File: src/rtl/dma_job_scheduler.sv
// Single-job sequencer for the read-DMA / DCT / write-DMA path, fed by a small descriptor FIFO.
// Optional WAIT watchdog is compiled in with `define DMA_SCHED_TIMEOUT_EN.
module dma_job_scheduler #(
    parameter int ADDR_WIDTH     = 32,
    parameter int DATA_BYTES     = 32,
    parameter int DESC_DEPTH     = 4,
    parameter int CNT_WIDTH      = 16,
    parameter int TIMEOUT_CYCLES = 65535
) (
    input  logic                  ap_clk,
    input  logic                  ap_rst_n,
    input  logic                  enable,
    input  logic                  desc_valid,
    output logic                  desc_ready,
    input  logic [ADDR_WIDTH-1:0] desc_src,
    input  logic [ADDR_WIDTH-1:0] desc_dst,
    input  logic [ADDR_WIDTH-1:0] desc_bytes,
    output logic                  rdma_start,
    output logic [ADDR_WIDTH-1:0] rdma_mem,
    output logic [ADDR_WIDTH-1:0] rdma_transfer_byte,
    input  logic                  rdma_done,
    output logic                  wdma_start,
    output logic [ADDR_WIDTH-1:0] wdma_mem,
    output logic [ADDR_WIDTH-1:0] wdma_transfer_byte,
    input  logic                  wdma_done,
    output logic                  busy,
    output logic                  job_done,
    output logic                  job_err,
    output logic [1:0]            err_code,
    output logic [CNT_WIDTH-1:0]  jobs_cnt,
    input  logic                  irq_en,
    input  logic                  irq_clr,
    output logic                  irq
);

    localparam int PTR_W = $clog2(DESC_DEPTH);

    typedef enum logic [2:0] {S_IDLE, S_LOAD, S_ISSUE, S_WAIT, S_DONE} state_t;

    state_t r_state, w_next;

    logic [ADDR_WIDTH-1:0] r_q_src   [DESC_DEPTH];
    logic [ADDR_WIDTH-1:0] r_q_dst   [DESC_DEPTH];
    logic [ADDR_WIDTH-1:0] r_q_bytes [DESC_DEPTH];
    logic [PTR_W:0]        r_wptr, r_rptr;
    logic                  w_full, w_empty, w_push, w_pop;

    logic [ADDR_WIDTH-1:0] r_src, r_dst, r_bytes;
    logic [1:0]            r_err;
    logic                  r_rd_flag, r_wr_flag;
    logic                  w_both, w_bad_len, w_timeout;
    logic [CNT_WIDTH-1:0]  r_jobs_cnt;
    logic                  r_irq;

    // Extra pointer MSB distinguishes full from empty when the indices match.
    assign w_empty = (r_wptr == r_rptr);
    assign w_full  = (r_wptr[PTR_W] != r_rptr[PTR_W]) &&
                     (r_wptr[PTR_W-1:0] == r_rptr[PTR_W-1:0]);
    assign w_push  = desc_valid & ~w_full;
    assign w_pop   = (r_state == S_IDLE) & enable & ~w_empty;

    // NOTE: queue storage has no reset; the pointers alone define which entries are valid.
    always_ff @(posedge ap_clk) begin
        if (w_push) begin
            r_q_src[r_wptr[PTR_W-1:0]]   <= desc_src;
            r_q_dst[r_wptr[PTR_W-1:0]]   <= desc_dst;
            r_q_bytes[r_wptr[PTR_W-1:0]] <= desc_bytes;
        end
    end

    always_ff @(posedge ap_clk or negedge ap_rst_n) begin
        if (!ap_rst_n) begin
            r_wptr  <= '0;
            r_rptr  <= '0;
            r_src   <= '0;
            r_dst   <= '0;
            r_bytes <= '0;
        end else begin
            if (w_push) r_wptr <= r_wptr + 1'b1;
            if (w_pop) begin
                r_rptr  <= r_rptr + 1'b1;
                r_src   <= r_q_src[r_rptr[PTR_W-1:0]];
                r_dst   <= r_q_dst[r_rptr[PTR_W-1:0]];
                r_bytes <= r_q_bytes[r_rptr[PTR_W-1:0]];
            end
        end
    end

    assign w_bad_len = (r_bytes == '0) ||
                       ((r_bytes % ADDR_WIDTH'(DATA_BYTES)) != '0);
    // This cycle's done inputs count, so a same-cycle pair retires immediately.
    assign w_both = (r_rd_flag | rdma_done) & (r_wr_flag | wdma_done);

    always_ff @(posedge ap_clk or negedge ap_rst_n) begin
        if (!ap_rst_n) begin
            r_rd_flag <= 1'b0;
            r_wr_flag <= 1'b0;
        end else if (r_state == S_ISSUE) begin
            r_rd_flag <= 1'b0;
            r_wr_flag <= 1'b0;
        end else if (r_state == S_WAIT) begin
            r_rd_flag <= r_rd_flag | rdma_done;
            r_wr_flag <= r_wr_flag | wdma_done;
        end
    end

`ifdef DMA_SCHED_TIMEOUT_EN
    localparam int TO_W = $clog2(TIMEOUT_CYCLES + 1);
    logic [TO_W-1:0] r_to_cnt;

    always_ff @(posedge ap_clk or negedge ap_rst_n) begin
        if (!ap_rst_n)                 r_to_cnt <= '0;
        else if (r_state == S_ISSUE)   r_to_cnt <= '0;
        else if (r_state == S_WAIT)    r_to_cnt <= r_to_cnt + 1'b1;
    end

    assign w_timeout = (r_state == S_WAIT) && (r_to_cnt == TO_W'(TIMEOUT_CYCLES - 1));
`else
    // Watchdog compiled out: WAIT holds until both engines report done.
    assign w_timeout = 1'b0 && (TIMEOUT_CYCLES != 0);
`endif

    always_ff @(posedge ap_clk or negedge ap_rst_n) begin
        if (!ap_rst_n) r_state <= S_IDLE;
        else           r_state <= w_next;
    end

    // NOTE: every combinational output gets a default first so no latch is inferred.
    always_comb begin
        w_next = r_state;
        case (r_state)
            S_IDLE:  if (w_pop) w_next = S_LOAD;
            S_LOAD:  w_next = w_bad_len ? S_DONE : S_ISSUE;
            S_ISSUE: w_next = S_WAIT;
            S_WAIT:  if (w_both || w_timeout) w_next = S_DONE;
            S_DONE:  w_next = S_IDLE;
            default: w_next = S_IDLE;
        endcase
    end

    always_comb begin
        rdma_start = 1'b0;
        wdma_start = 1'b0;
        job_done   = 1'b0;
        job_err    = 1'b0;
        err_code   = 2'b00;
        busy       = (r_state != S_IDLE);
        case (r_state)
            S_ISSUE: begin
                rdma_start = 1'b1;
                wdma_start = 1'b1;
            end
            S_DONE: begin
                job_done = 1'b1;
                job_err  = |r_err;
                err_code = r_err;
            end
            default: ;
        endcase
    end

    always_ff @(posedge ap_clk or negedge ap_rst_n) begin
        if (!ap_rst_n) begin
            r_err      <= 2'b00;
            r_jobs_cnt <= '0;
            r_irq      <= 1'b0;
        end else begin
            if (w_pop)                                       r_err <= 2'b00;
            else if (r_state == S_LOAD && w_bad_len)         r_err <= 2'b01;
            else if (r_state == S_WAIT && !w_both && w_timeout) r_err <= 2'b10;

            if (r_state == S_DONE && r_err == 2'b00) r_jobs_cnt <= r_jobs_cnt + 1'b1;

            // Set beats clear when both land in the same cycle.
            if (r_state == S_DONE && irq_en) r_irq <= 1'b1;
            else if (irq_clr)                r_irq <= 1'b0;
        end
    end

    assign desc_ready         = ~w_full;
    assign rdma_mem           = r_src;
    assign rdma_transfer_byte = r_bytes;
    assign wdma_mem           = r_dst;
    assign wdma_transfer_byte = r_bytes;
    assign jobs_cnt           = r_jobs_cnt;
    assign irq                = r_irq;

endmodule

File: config.mk
export PLATFORM = sky130hd
export DESIGN_NAME = dma_job_scheduler
export DESIGN_NICKNAME = d
export VERILOG_FILES = /design/src/rtl/dma_job_scheduler.sv
export SDC_FILE = /design/constraint.sdc
export NUM_CORES = 1
export LEC_CHECK = 0
export CAP_MARGIN = 20
export CORE_MARGIN = 3
export CORE_UTILIZATION = 44
export DETAILED_ROUTE_END_ITERATION = 12
export PLACE_DENSITY_LB_ADDON = 0.2
export SYNTH_ARGS = -nofsm -noshare
export SYNTH_HDL_FRONTEND = slang
export SYNTH_SLANG_ARGS = --single-unit
File: constraint.sdc
create_clock -name ap_clk -period 4.4 [get_ports ap_clk]
set_clock_uncertainty 0.1 [all_clocks]
set_input_delay 1.32 -clock ap_clk [delete_from_list [all_inputs] [get_ports ap_clk]]
set_output_delay 1.32 -clock ap_clk [all_outputs]
set_load 0.05 [all_outputs]
# Word-level counts from Yosys, hierarchy flattened
# Memory sizes are Yosys's and may differ from the RTL's. A register that Yosys moved wholly into a read port is not among the register bits.
# Cells that the tools add are included.
# op_classes
add_sub_neg	3
n_eq_ne	9
n_mux	18
bitwise	8
n_reduce_logical	18
# ops
op	count
$logic_not A32 Y1	1
$reduce_bool A32 Y1	1
$add A16 B1 Y16 const B	1
$pmux W3 S4	1
$mux W1	11
$mux W3	3
$add A3 B1 Y3 const B	2
$eq A3 B2 Y1 const B	2
$mux W2	3
$reduce_bool A2 Y1	3
$and A1 B1 Y1	4
$logic_and A1 B1 Y1	4
$ne A2 B2 Y1 const B	2
$eq A3 B1 Y1 const B	1
$eq A3 B3 Y1	1
$eq A3 B3 Y1 const B	1
$logic_not A1 Y1	3
$logic_not A3 Y1	1
$reduce_bool A3 Y1	1
$eq A2 B2 Y1	1
$logic_not A2 Y1	1
$not A1 Y1	2
$or A1 B1 Y1	2
$reduce_and A2 Y1	1
3 further kinds	3
# totals
regBits	30
ram_bits	384
in_bits	104
output_inout_bits	153
wordCells	67
n_memories	3
# memory_table
name	words	word_bits	rd	rd_clocked_by_memory_dff	write_ports	line_no	text
r_q_bytes	4	32	1	1	1	44	logic [ADDR_WIDTH-1:0] r_q_bytes [DESC_DEPTH];
r_q_dst	4	32	1	1	1	43	logic [ADDR_WIDTH-1:0] r_q_dst [DESC_DEPTH];
r_q_src	4	32	1	1	1	42	logic [ADDR_WIDTH-1:0] r_q_src [DESC_DEPTH];

# Depth between registers and ports, before layout
# Gate-level depths: netlist of run 1.
# depth
depth_word	6
mapped_depth	7
depth_no_buf	5

# Worst setup path after synthesis of run 1
# No wires, ideal clock.
# synth_path
path_kind	input port to flip-flop
from	input desc_valid
to	memory r_q_bytes[3][0], enable pin
setup_time_ns	0.468
arrival_time_ns	3.625
required_time_ns	3.832
path_slack_ns	0.207
path_stages	1
path_buffers	0
path_cell_list	and3_1
# synth_between
elab_chain_len	3
# synth_rtl
item	line_no	text
start: declaration	13	input logic desc_valid,
$and A1 B1 Y1	59	assign w_push = desc_valid & ~w_full;
$mux W1	64	if (w_push) begin
$mux W1 (implied by the code)	67	r_q_bytes[r_wptr[PTR_W-1:0]] <= desc_bytes;
end: declaration	44	
# Every way passes these cells.

# Worst setup path after layout of run 1
# layout_path
from	register r_rptr[0]
to	output desc_ready
# layout_between
elab_chain_len	3
# layout_rtl
item	line_no	text
start: declaration	45	logic [PTR_W:0] r_wptr, r_rptr;
start signal: assignment	81	r_rptr <= r_rptr + 1'b1;
$eq A2 B2 Y1	58	(r_wptr[PTR_W-1:0] == r_rptr[PTR_W-1:0]);
$logic_and A1 B1 Y1	57	assign w_full = (r_wptr[PTR_W] != r_rptr[PTR_W]) &&
$not A1 Y1	180	assign desc_ready = ~w_full;
end: declaration	14	output logic desc_ready,
# Every way passes these cells.

==> results.json, run 1 <==
{
  "rr_startpoint": "r_rptr[1]",
  "gp_congestion": 0.7107,
  "grt_pass1_vias": 9814,
  "vias_per_cell": 5.170,
  "hold_end": "jobs_cnt[15]",
  "die_h_um": 214.6,
  "yosysWarnings": 0,
  "synth_top_area_share_pct": 60.24,
  "rsz0062_at_grt": "false",
  "final-hold-violation-count": 0,
  "post-route-period-util_pct": 88.75,
  "cp.buffers_inverters": 1,
  "dieArea_sq_um": 46040,
  "worst_pin_slew_ps": 1016,
  "cp-start-kind": "flip-flop",
  "final_common_cell": "edfxtp_1",
  "finish.instance_area_sq_um": 23830,
  "synth_area_leader_cell": "edfxtp_1",
  "synth_fp_nets": 989,
  "synth_edf_count": 384,
  "clock_latency_ps": 580,
  "core-area_sq_um": 42420,
  "dpl_cell_area_sq_um": 22200,
  "period_needed_ps": 3905,
  "port_buffers": 255,
  "cellLeakagePower_nw": 8.235,
  "fp-row-count": 75,
  "diodes": 0,
  "fin_nets": 1245,
  "fin_setup_tns_ps": 0,
  "ys.flop_type": "edfxtp_1",
  "clock_path_buffers": 3,
  "power_frac_seq_pct": 38.7,
  "htreeDepth": 2,
  "power_density_nw_per_um2": 792.0,
  "path_cells": "xnor2_1 > nand3b_1 > clkdlybuf4s50_1",
  "cts_root_buf": "clkbuf_16",
  "hp-start": "jobs_cnt[15]",
  "vias": 9068,
  "r2r_slack_ps": 1660,
  "switchingPower_mw": 6.924,
  "sw_frac_of_total_pct": 36.69,
  "synth_area_sq_um": 19140,
  "worst_ep_required_time_ps": 2980,
  "postCtsResizedCells": 0,
  "crit_path_end_kind": "primary output",
  "clockPowerShare_pct": 22.2,
  "fmax_mhz": 256.1,
  "reg2regPathDepth": 4,
  "critPathMaxStageDelay_ps": 780,
  "antenna_found_initial": 6,
  "pre_cts_ws_ps": 1063,
  "cts_setup_buffers": 0,
  "path_class": "reg -> out",
  "power_mw": 18.87,
  "clock_sinks": 509,
  "use_met2_pct": 28.66,
  "wl_per_cell_um": 22.54,
  "synth_seq_area_share_pct": 76.58,
  "critPathMaxFanout": 11,
  "top_usage_layer": "met2",
  "drc_errors": 0,
  "syn_avg_cell_area_sq_um": 21.78,
  "cts_tree": "done",
  "dp_cells": 1658,
  "place_hpwl_um": 23560,
  "dr.first_iter.drc_count": 661,
  "post_route_cells_drive_above_1_share_pct": 17.08,
  "critPathSlowestCell": "clkdlybuf4s50_1",
  "yosys.cell_types.count": 40,
  "relSlewSlack_pct": 32.27,
  "clk_pin_slew_ps": 60,
  "syn_to_final_growth_pct": 24.48,
  "synth_seq_cells": 509,
  "vdd_drop_max_v": 0.0004952,
  "grt_max_degree": 66,
  "final_cell_mix": "384 x edfxtp_1, 254 x clkdlybuf4s50_1, 123 x dfrtp_1, 96 x mux4_2, 96 x mux2_1",
  "drv_slew": 0,
  "drt-total-wl_um": 39540,
  "overflow": 0,
  "path_delay_family": "buffers and inverters",
  "reg2reg_to": "rdma_mem[4]",
  "setup_ws_ps": 495.2,
  "setup_violations": 0,
  "grt_util_all_layers_pct": 17.44,
  "async_flop_share_pct": 24.56,
  "status": "finished, final reports clean",
  "final_cell_count_no_fill": 1754,
  "cts_buffers": 52,
  "postCtsHoldBufs": 0,
  "worstHoldPathCells": 1,
  "combPwrFrac_pct": 39.1,
  "hold_path.class": "reg -> reg",
  "maxCapViolCount": 0,
  "use_met1_pct": 23.34,
  "grtUsageMet3_pct": 5.030,
  "synth_cells": 879,
  "grt_first_pass_wirelength_um": 61000,
  "crit_arrival_ps": 2480,
  "postRouteAntennaNets": 0,
  "initial_core_util_pct": 45.13,
  "dieWidth_um": 214.6,
  "first_pass_iters": 4,
  "io_pins": 257,
  "synth_area_leaders": "edfxtp_1 60%, dfrtp_1 16%, mux4_2 11%",
  "intPower_mw": 11.95
}
## layout make-up
class / instances / area, sq um
Fill cell: 3278 / 18590
Sequential cell: 509 / 14670
Multi-Input combinational cell: 295 / 4013
Timing Repair Buffer: 272 / 2781
Clock buffer: 72 / 1458
Tap cell: 577 / 721.9
Clock inverter: 24 / 168.9
Inverter: 5 / 18.77
## power groups by stage
stage	Combinational (mW)	Clock (mW)	Sequential (mW)
floorplan	3.74	0	8.89
global placement	7.48	0	7.35
detailed placement	7.54	0	7.40
CTS	7.56	4.30	7.32
global route	7.83	4.51	7.45
finish	7.39	4.19	7.30
## metal layers
metal  part of all wire [%]  vias to the layer above
met5                   0.20                        -
met4                    1.5                       12
met3                    6.6                       65
met2                     49                      241
met1                     43                     4752
li1                       -                     3998
## worst max-delay path by stage
| stage | from | to | slack [ps] | cells after the start |
|---|---|---|---|---|
| global placement | r_rptr[0] | desc_ready | 1070 | 3 |
| global route | r_state[1] | wdma_start | 310 | 3 |
| CTS | r_rptr[0] | desc_ready | 430 | 3 |
| floorplan | desc_valid | r_q_bytes[3][0] | 210 | 1 |
| detailed placement | desc_valid | r_q_bytes[2][28] | 1060 | 3 |
| finish | r_rptr[0] | desc_ready | 500 | 3 |
## logic make-up after synthesis
group | Yosys count | share of synthesized area, %
simple gates | 61 | 1.896
buf+inv | 75 | 2.621
mux | 194 | 17.06
flops | 509 | 76.58
compound gates | 11 | 0.4248
xor+xnor | 22 | 1.007
fa+ha+maj | 6 | 0.3922
other cells | 1 | 0.01959
## cell usage after synthesis (5+ instances only)
| library cell | number |
|---|---|
| xor2_1 | 7 |
| xnor2_1 | 15 |
| dfrtp_1 | 125 |
| nor2_1 | 8 |
| mux4_2 | 96 |
| nor4_1 | 6 |
| nand2_1 | 12 |
| and3_1 | 5 |
| clkbuf_1 | 10 |
| buf_4 | 36 |
| edfxtp_1 | 384 |
| nand3_1 | 8 |
| buf_6 | 10 |
| inv_1 | 5 |
| buf_2 | 8 |
| ha_1 | 6 |
| buf_1 | 6 |
| mux2_1 | 96 |
## state kept, by name (all words and copies together) (netlist names)
name / count
irq: 1
jobs_cnt: 16
r_err: 1
r_q_bytes: 128
r_q_dst: 128
r_q_src: 128
r_rd_flag: 1
r_rptr: 3
r_state: 3
r_wptr: 3
r_wr_flag: 1
rdma_mem: 32
rdma_transfer_byte: 32
wdma_mem: 32
## stage by stage
stage | util [%] | hold WS [ps]
after floorplan | - | 361.9
after global placement | 52.34 | 364.1
after detailed placement | 52.34 | 369.5
after CTS | 56.18 | 379.3
after global routing | 56.18 | 391.2
final | 56.18 | 379.1
Note: power is estimated with default switching activity, not from simulation.
==> inputs of run 2 (changes only) <==
--- a/config.mk
+++ b/config.mk
@@ -9,7 +9,7 @@
 export CORE_MARGIN = 3
 export CORE_UTILIZATION = 44
 export DETAILED_ROUTE_END_ITERATION = 12
-export PLACE_DENSITY_LB_ADDON = 0.2
+export PLACE_DENSITY = 0.71
 export SYNTH_ARGS = -nofsm -noshare
 export SYNTH_HDL_FRONTEND = slang
 export SYNTH_SLANG_ARGS = --single-unit
==> run 2 against run 1 <==
  * Sequential share of layout area decreased by 0.31 points
  * Sequential cell count unchanged
  * Global-route usage decreased by 1.1 points
  * Total power increased by 1.3%
  * Non-clock buffer count decreased by 2
  * Fmax increased by 0.97%
  * Clock-buffer cell count decreased by 2
  * Largest power group unchanged
  * Highest routed layer unchanged
==> results.json, run 2 (synthesized netlist as in run 1, its figures left out) <==
{
  "grt_first_pass_wirelength_um": 57990,
  "grt_max_degree": 99,
  "postRouteAntennaNets": 0,
  "maxCapViolCount": 0,
  "period_needed_ps": 3867,
  "fmax_mhz": 258.6,
  "cellLeakagePower_nw": 8.297,
  "power_mw": 19.11,
  "dp_cells": 1656,
  "overflow": 0,
  "cts_buffers": 52,
  "drv_slew": 0,
  "dieArea_sq_um": 46040,
  "core-area_sq_um": 42420,
  "post-route-period-util_pct": 87.89,
  "dieWidth_um": 214.6,
  "drt-total-wl_um": 37080,
  "vias": 9037,
  "port_buffers": 255,
  "cp-start-kind": "flip-flop",
  "final_common_cell": "edfxtp_1",
  "relSlewSlack_pct": 42.60,
  "die_h_um": 214.6,
  "io_pins": 257,
  "final_cell_mix": "384 x edfxtp_1, 253 x clkdlybuf4s50_1, 123 x dfrtp_1, 96 x mux4_2, 96 x mux2_1",
  "post_route_cells_drive_above_1_share_pct": 17.79,
  "hp-start": "jobs_cnt[15]",
  "vdd_drop_max_v": 0.0004572,
  "seqCellArea_sq_um": 14670,
  "clock_path_buffers": 3,
  "first_pass_iters": 6,
  "reg2regPathDepth": 4,
  "fin_nets": 1243,
  "r2r_slack_ps": 1640,
  "rr_startpoint": "r_rptr[1]",
  "crit_path_end_kind": "primary output",
  "worstHoldPathCells": 1,
  "fin_setup_tns_ps": 0,
  "fin_util_pct": 56.46,
  "fp-row-count": 75,
  "setup_violations": 0,
  "wl_met2_um": 18270,
  "syn_to_final_growth_pct": 25.11,
  "critPathMaxFanout": 9,
  "initial_core_util_pct": 45.13,
  "postCtsHoldBufs": 0,
  "rsz0062_at_grt": "false",
  "status": "finished, final reports clean",
  "clock_sinks": 509,
  "top_layer_used": "met5",
  "fillCellCount": 3205,
  "drc_errors": 0,
  "route.met3.wl_um": 2231,
  "antenna_found_initial": 5,
  "reg2reg_to": "rdma_mem[13]",
  "power_density_nw_per_um2": 798.1,
  "multi_input_area_sq_um": 4013,
  "final_cell_count_no_fill": 1753,
  "gp_congestion": 0.7146,
  "dr.first_iter.drc_count": 637,
  "cts_setup_buffers": 0,
  "postCtsResizedCells": 0,
  "grt_util_all_layers_pct": 16.30,
  "m1WireLength_um": 15760,
  "worst_pin_slew_ps": 861.0,
  "grt_pass1_vias": 9806,
  "hold_end": "jobs_cnt[15]",
  "cts_root_buf": "clkbuf_16",
  "crit_arrival_ps": 2450,
  "wl_per_cell_um": 21.15,
  "hold_path.class": "reg -> reg",
  "htreeDepth": 2,
  "cts_tree": "done",
  "clk_pin_slew_ps": 60,
  "final-hold-violation-count": 0,
  "vias_per_cell": 5.155,
  "place_hpwl_um": 22590,
  "path_class": "reg -> out",
  "worst_ep_required_time_ps": 2980,
  "clock_latency_ps": 570
}
## run 2: changes by cell type in the layout (fill, tap and decap cells not counted)
cell	before	now
clkinv_1	9	2
buf_12	8	7
clkinv_4	0	1
diode_2	0	1
clkinv_2	9	10
clkdlybuf4s50_1	254	253
inv_6	0	2
bufinv_16	2	7
clkbuf_1	13	11
## run 2: report_power, final
group | switching [mW] | total, mW | internal, mW
registers | 0.580 | 7.22 | 6.64
logic | 4.53 | 7.39 | 2.86
clock network | 1.77 | 4.50 | 2.73
## run 2: layout make-up
cell class,count,area share (%)
sequential,509,61.24
tap,577,3.015
inverter,5,0.07837
timing repair buffer,270,11.49
clock buffer,70,6.055
clock inverter,26,1.353
antenna,1,0.01045
multi-input combinational,295,16.76
## run 2: worst max-delay path by stage
stage,depth (start not counted),startpoint,to,slack [ps]
after global placement,5,enable,wdma_mem[31],1110
after detailed placement,5,enable,wdma_mem[9],1070
after global routing,3,r_state[1],wdma_start,360
after floorplan,1,desc_valid,r_q_bytes[3][0],210
after CTS,3,r_state[1],job_err,480
final,3,r_state[1],job_err,530
## run 2: per-layer routing
metal	track usage, %	vias up
li1	-	3990
met1	21.23	4755
met2	27.06	223
met3	4.535	61
met4	4.790	8
met5	0	-
## run 2: through the flow
stage,cell area [sq um],hold slack (ps),setup WS [ps]
5_1_grt,23950,393.5,363.9
3_3_place_gp,22170,361.4,1107
3_5_place_dp,22170,364.5,1074
2_1_floorplan,19140,361.9,207.0
6_report,23950,376.9,532.8
4_1_cts,23950,378.6,477.0
## run 2: worst max-delay path, cell delays in order (launching register included)
cell and delay (ps):
dfrtp_1 450, nor3b_1 410, and2_1 210, clkdlybuf4s50_1 810
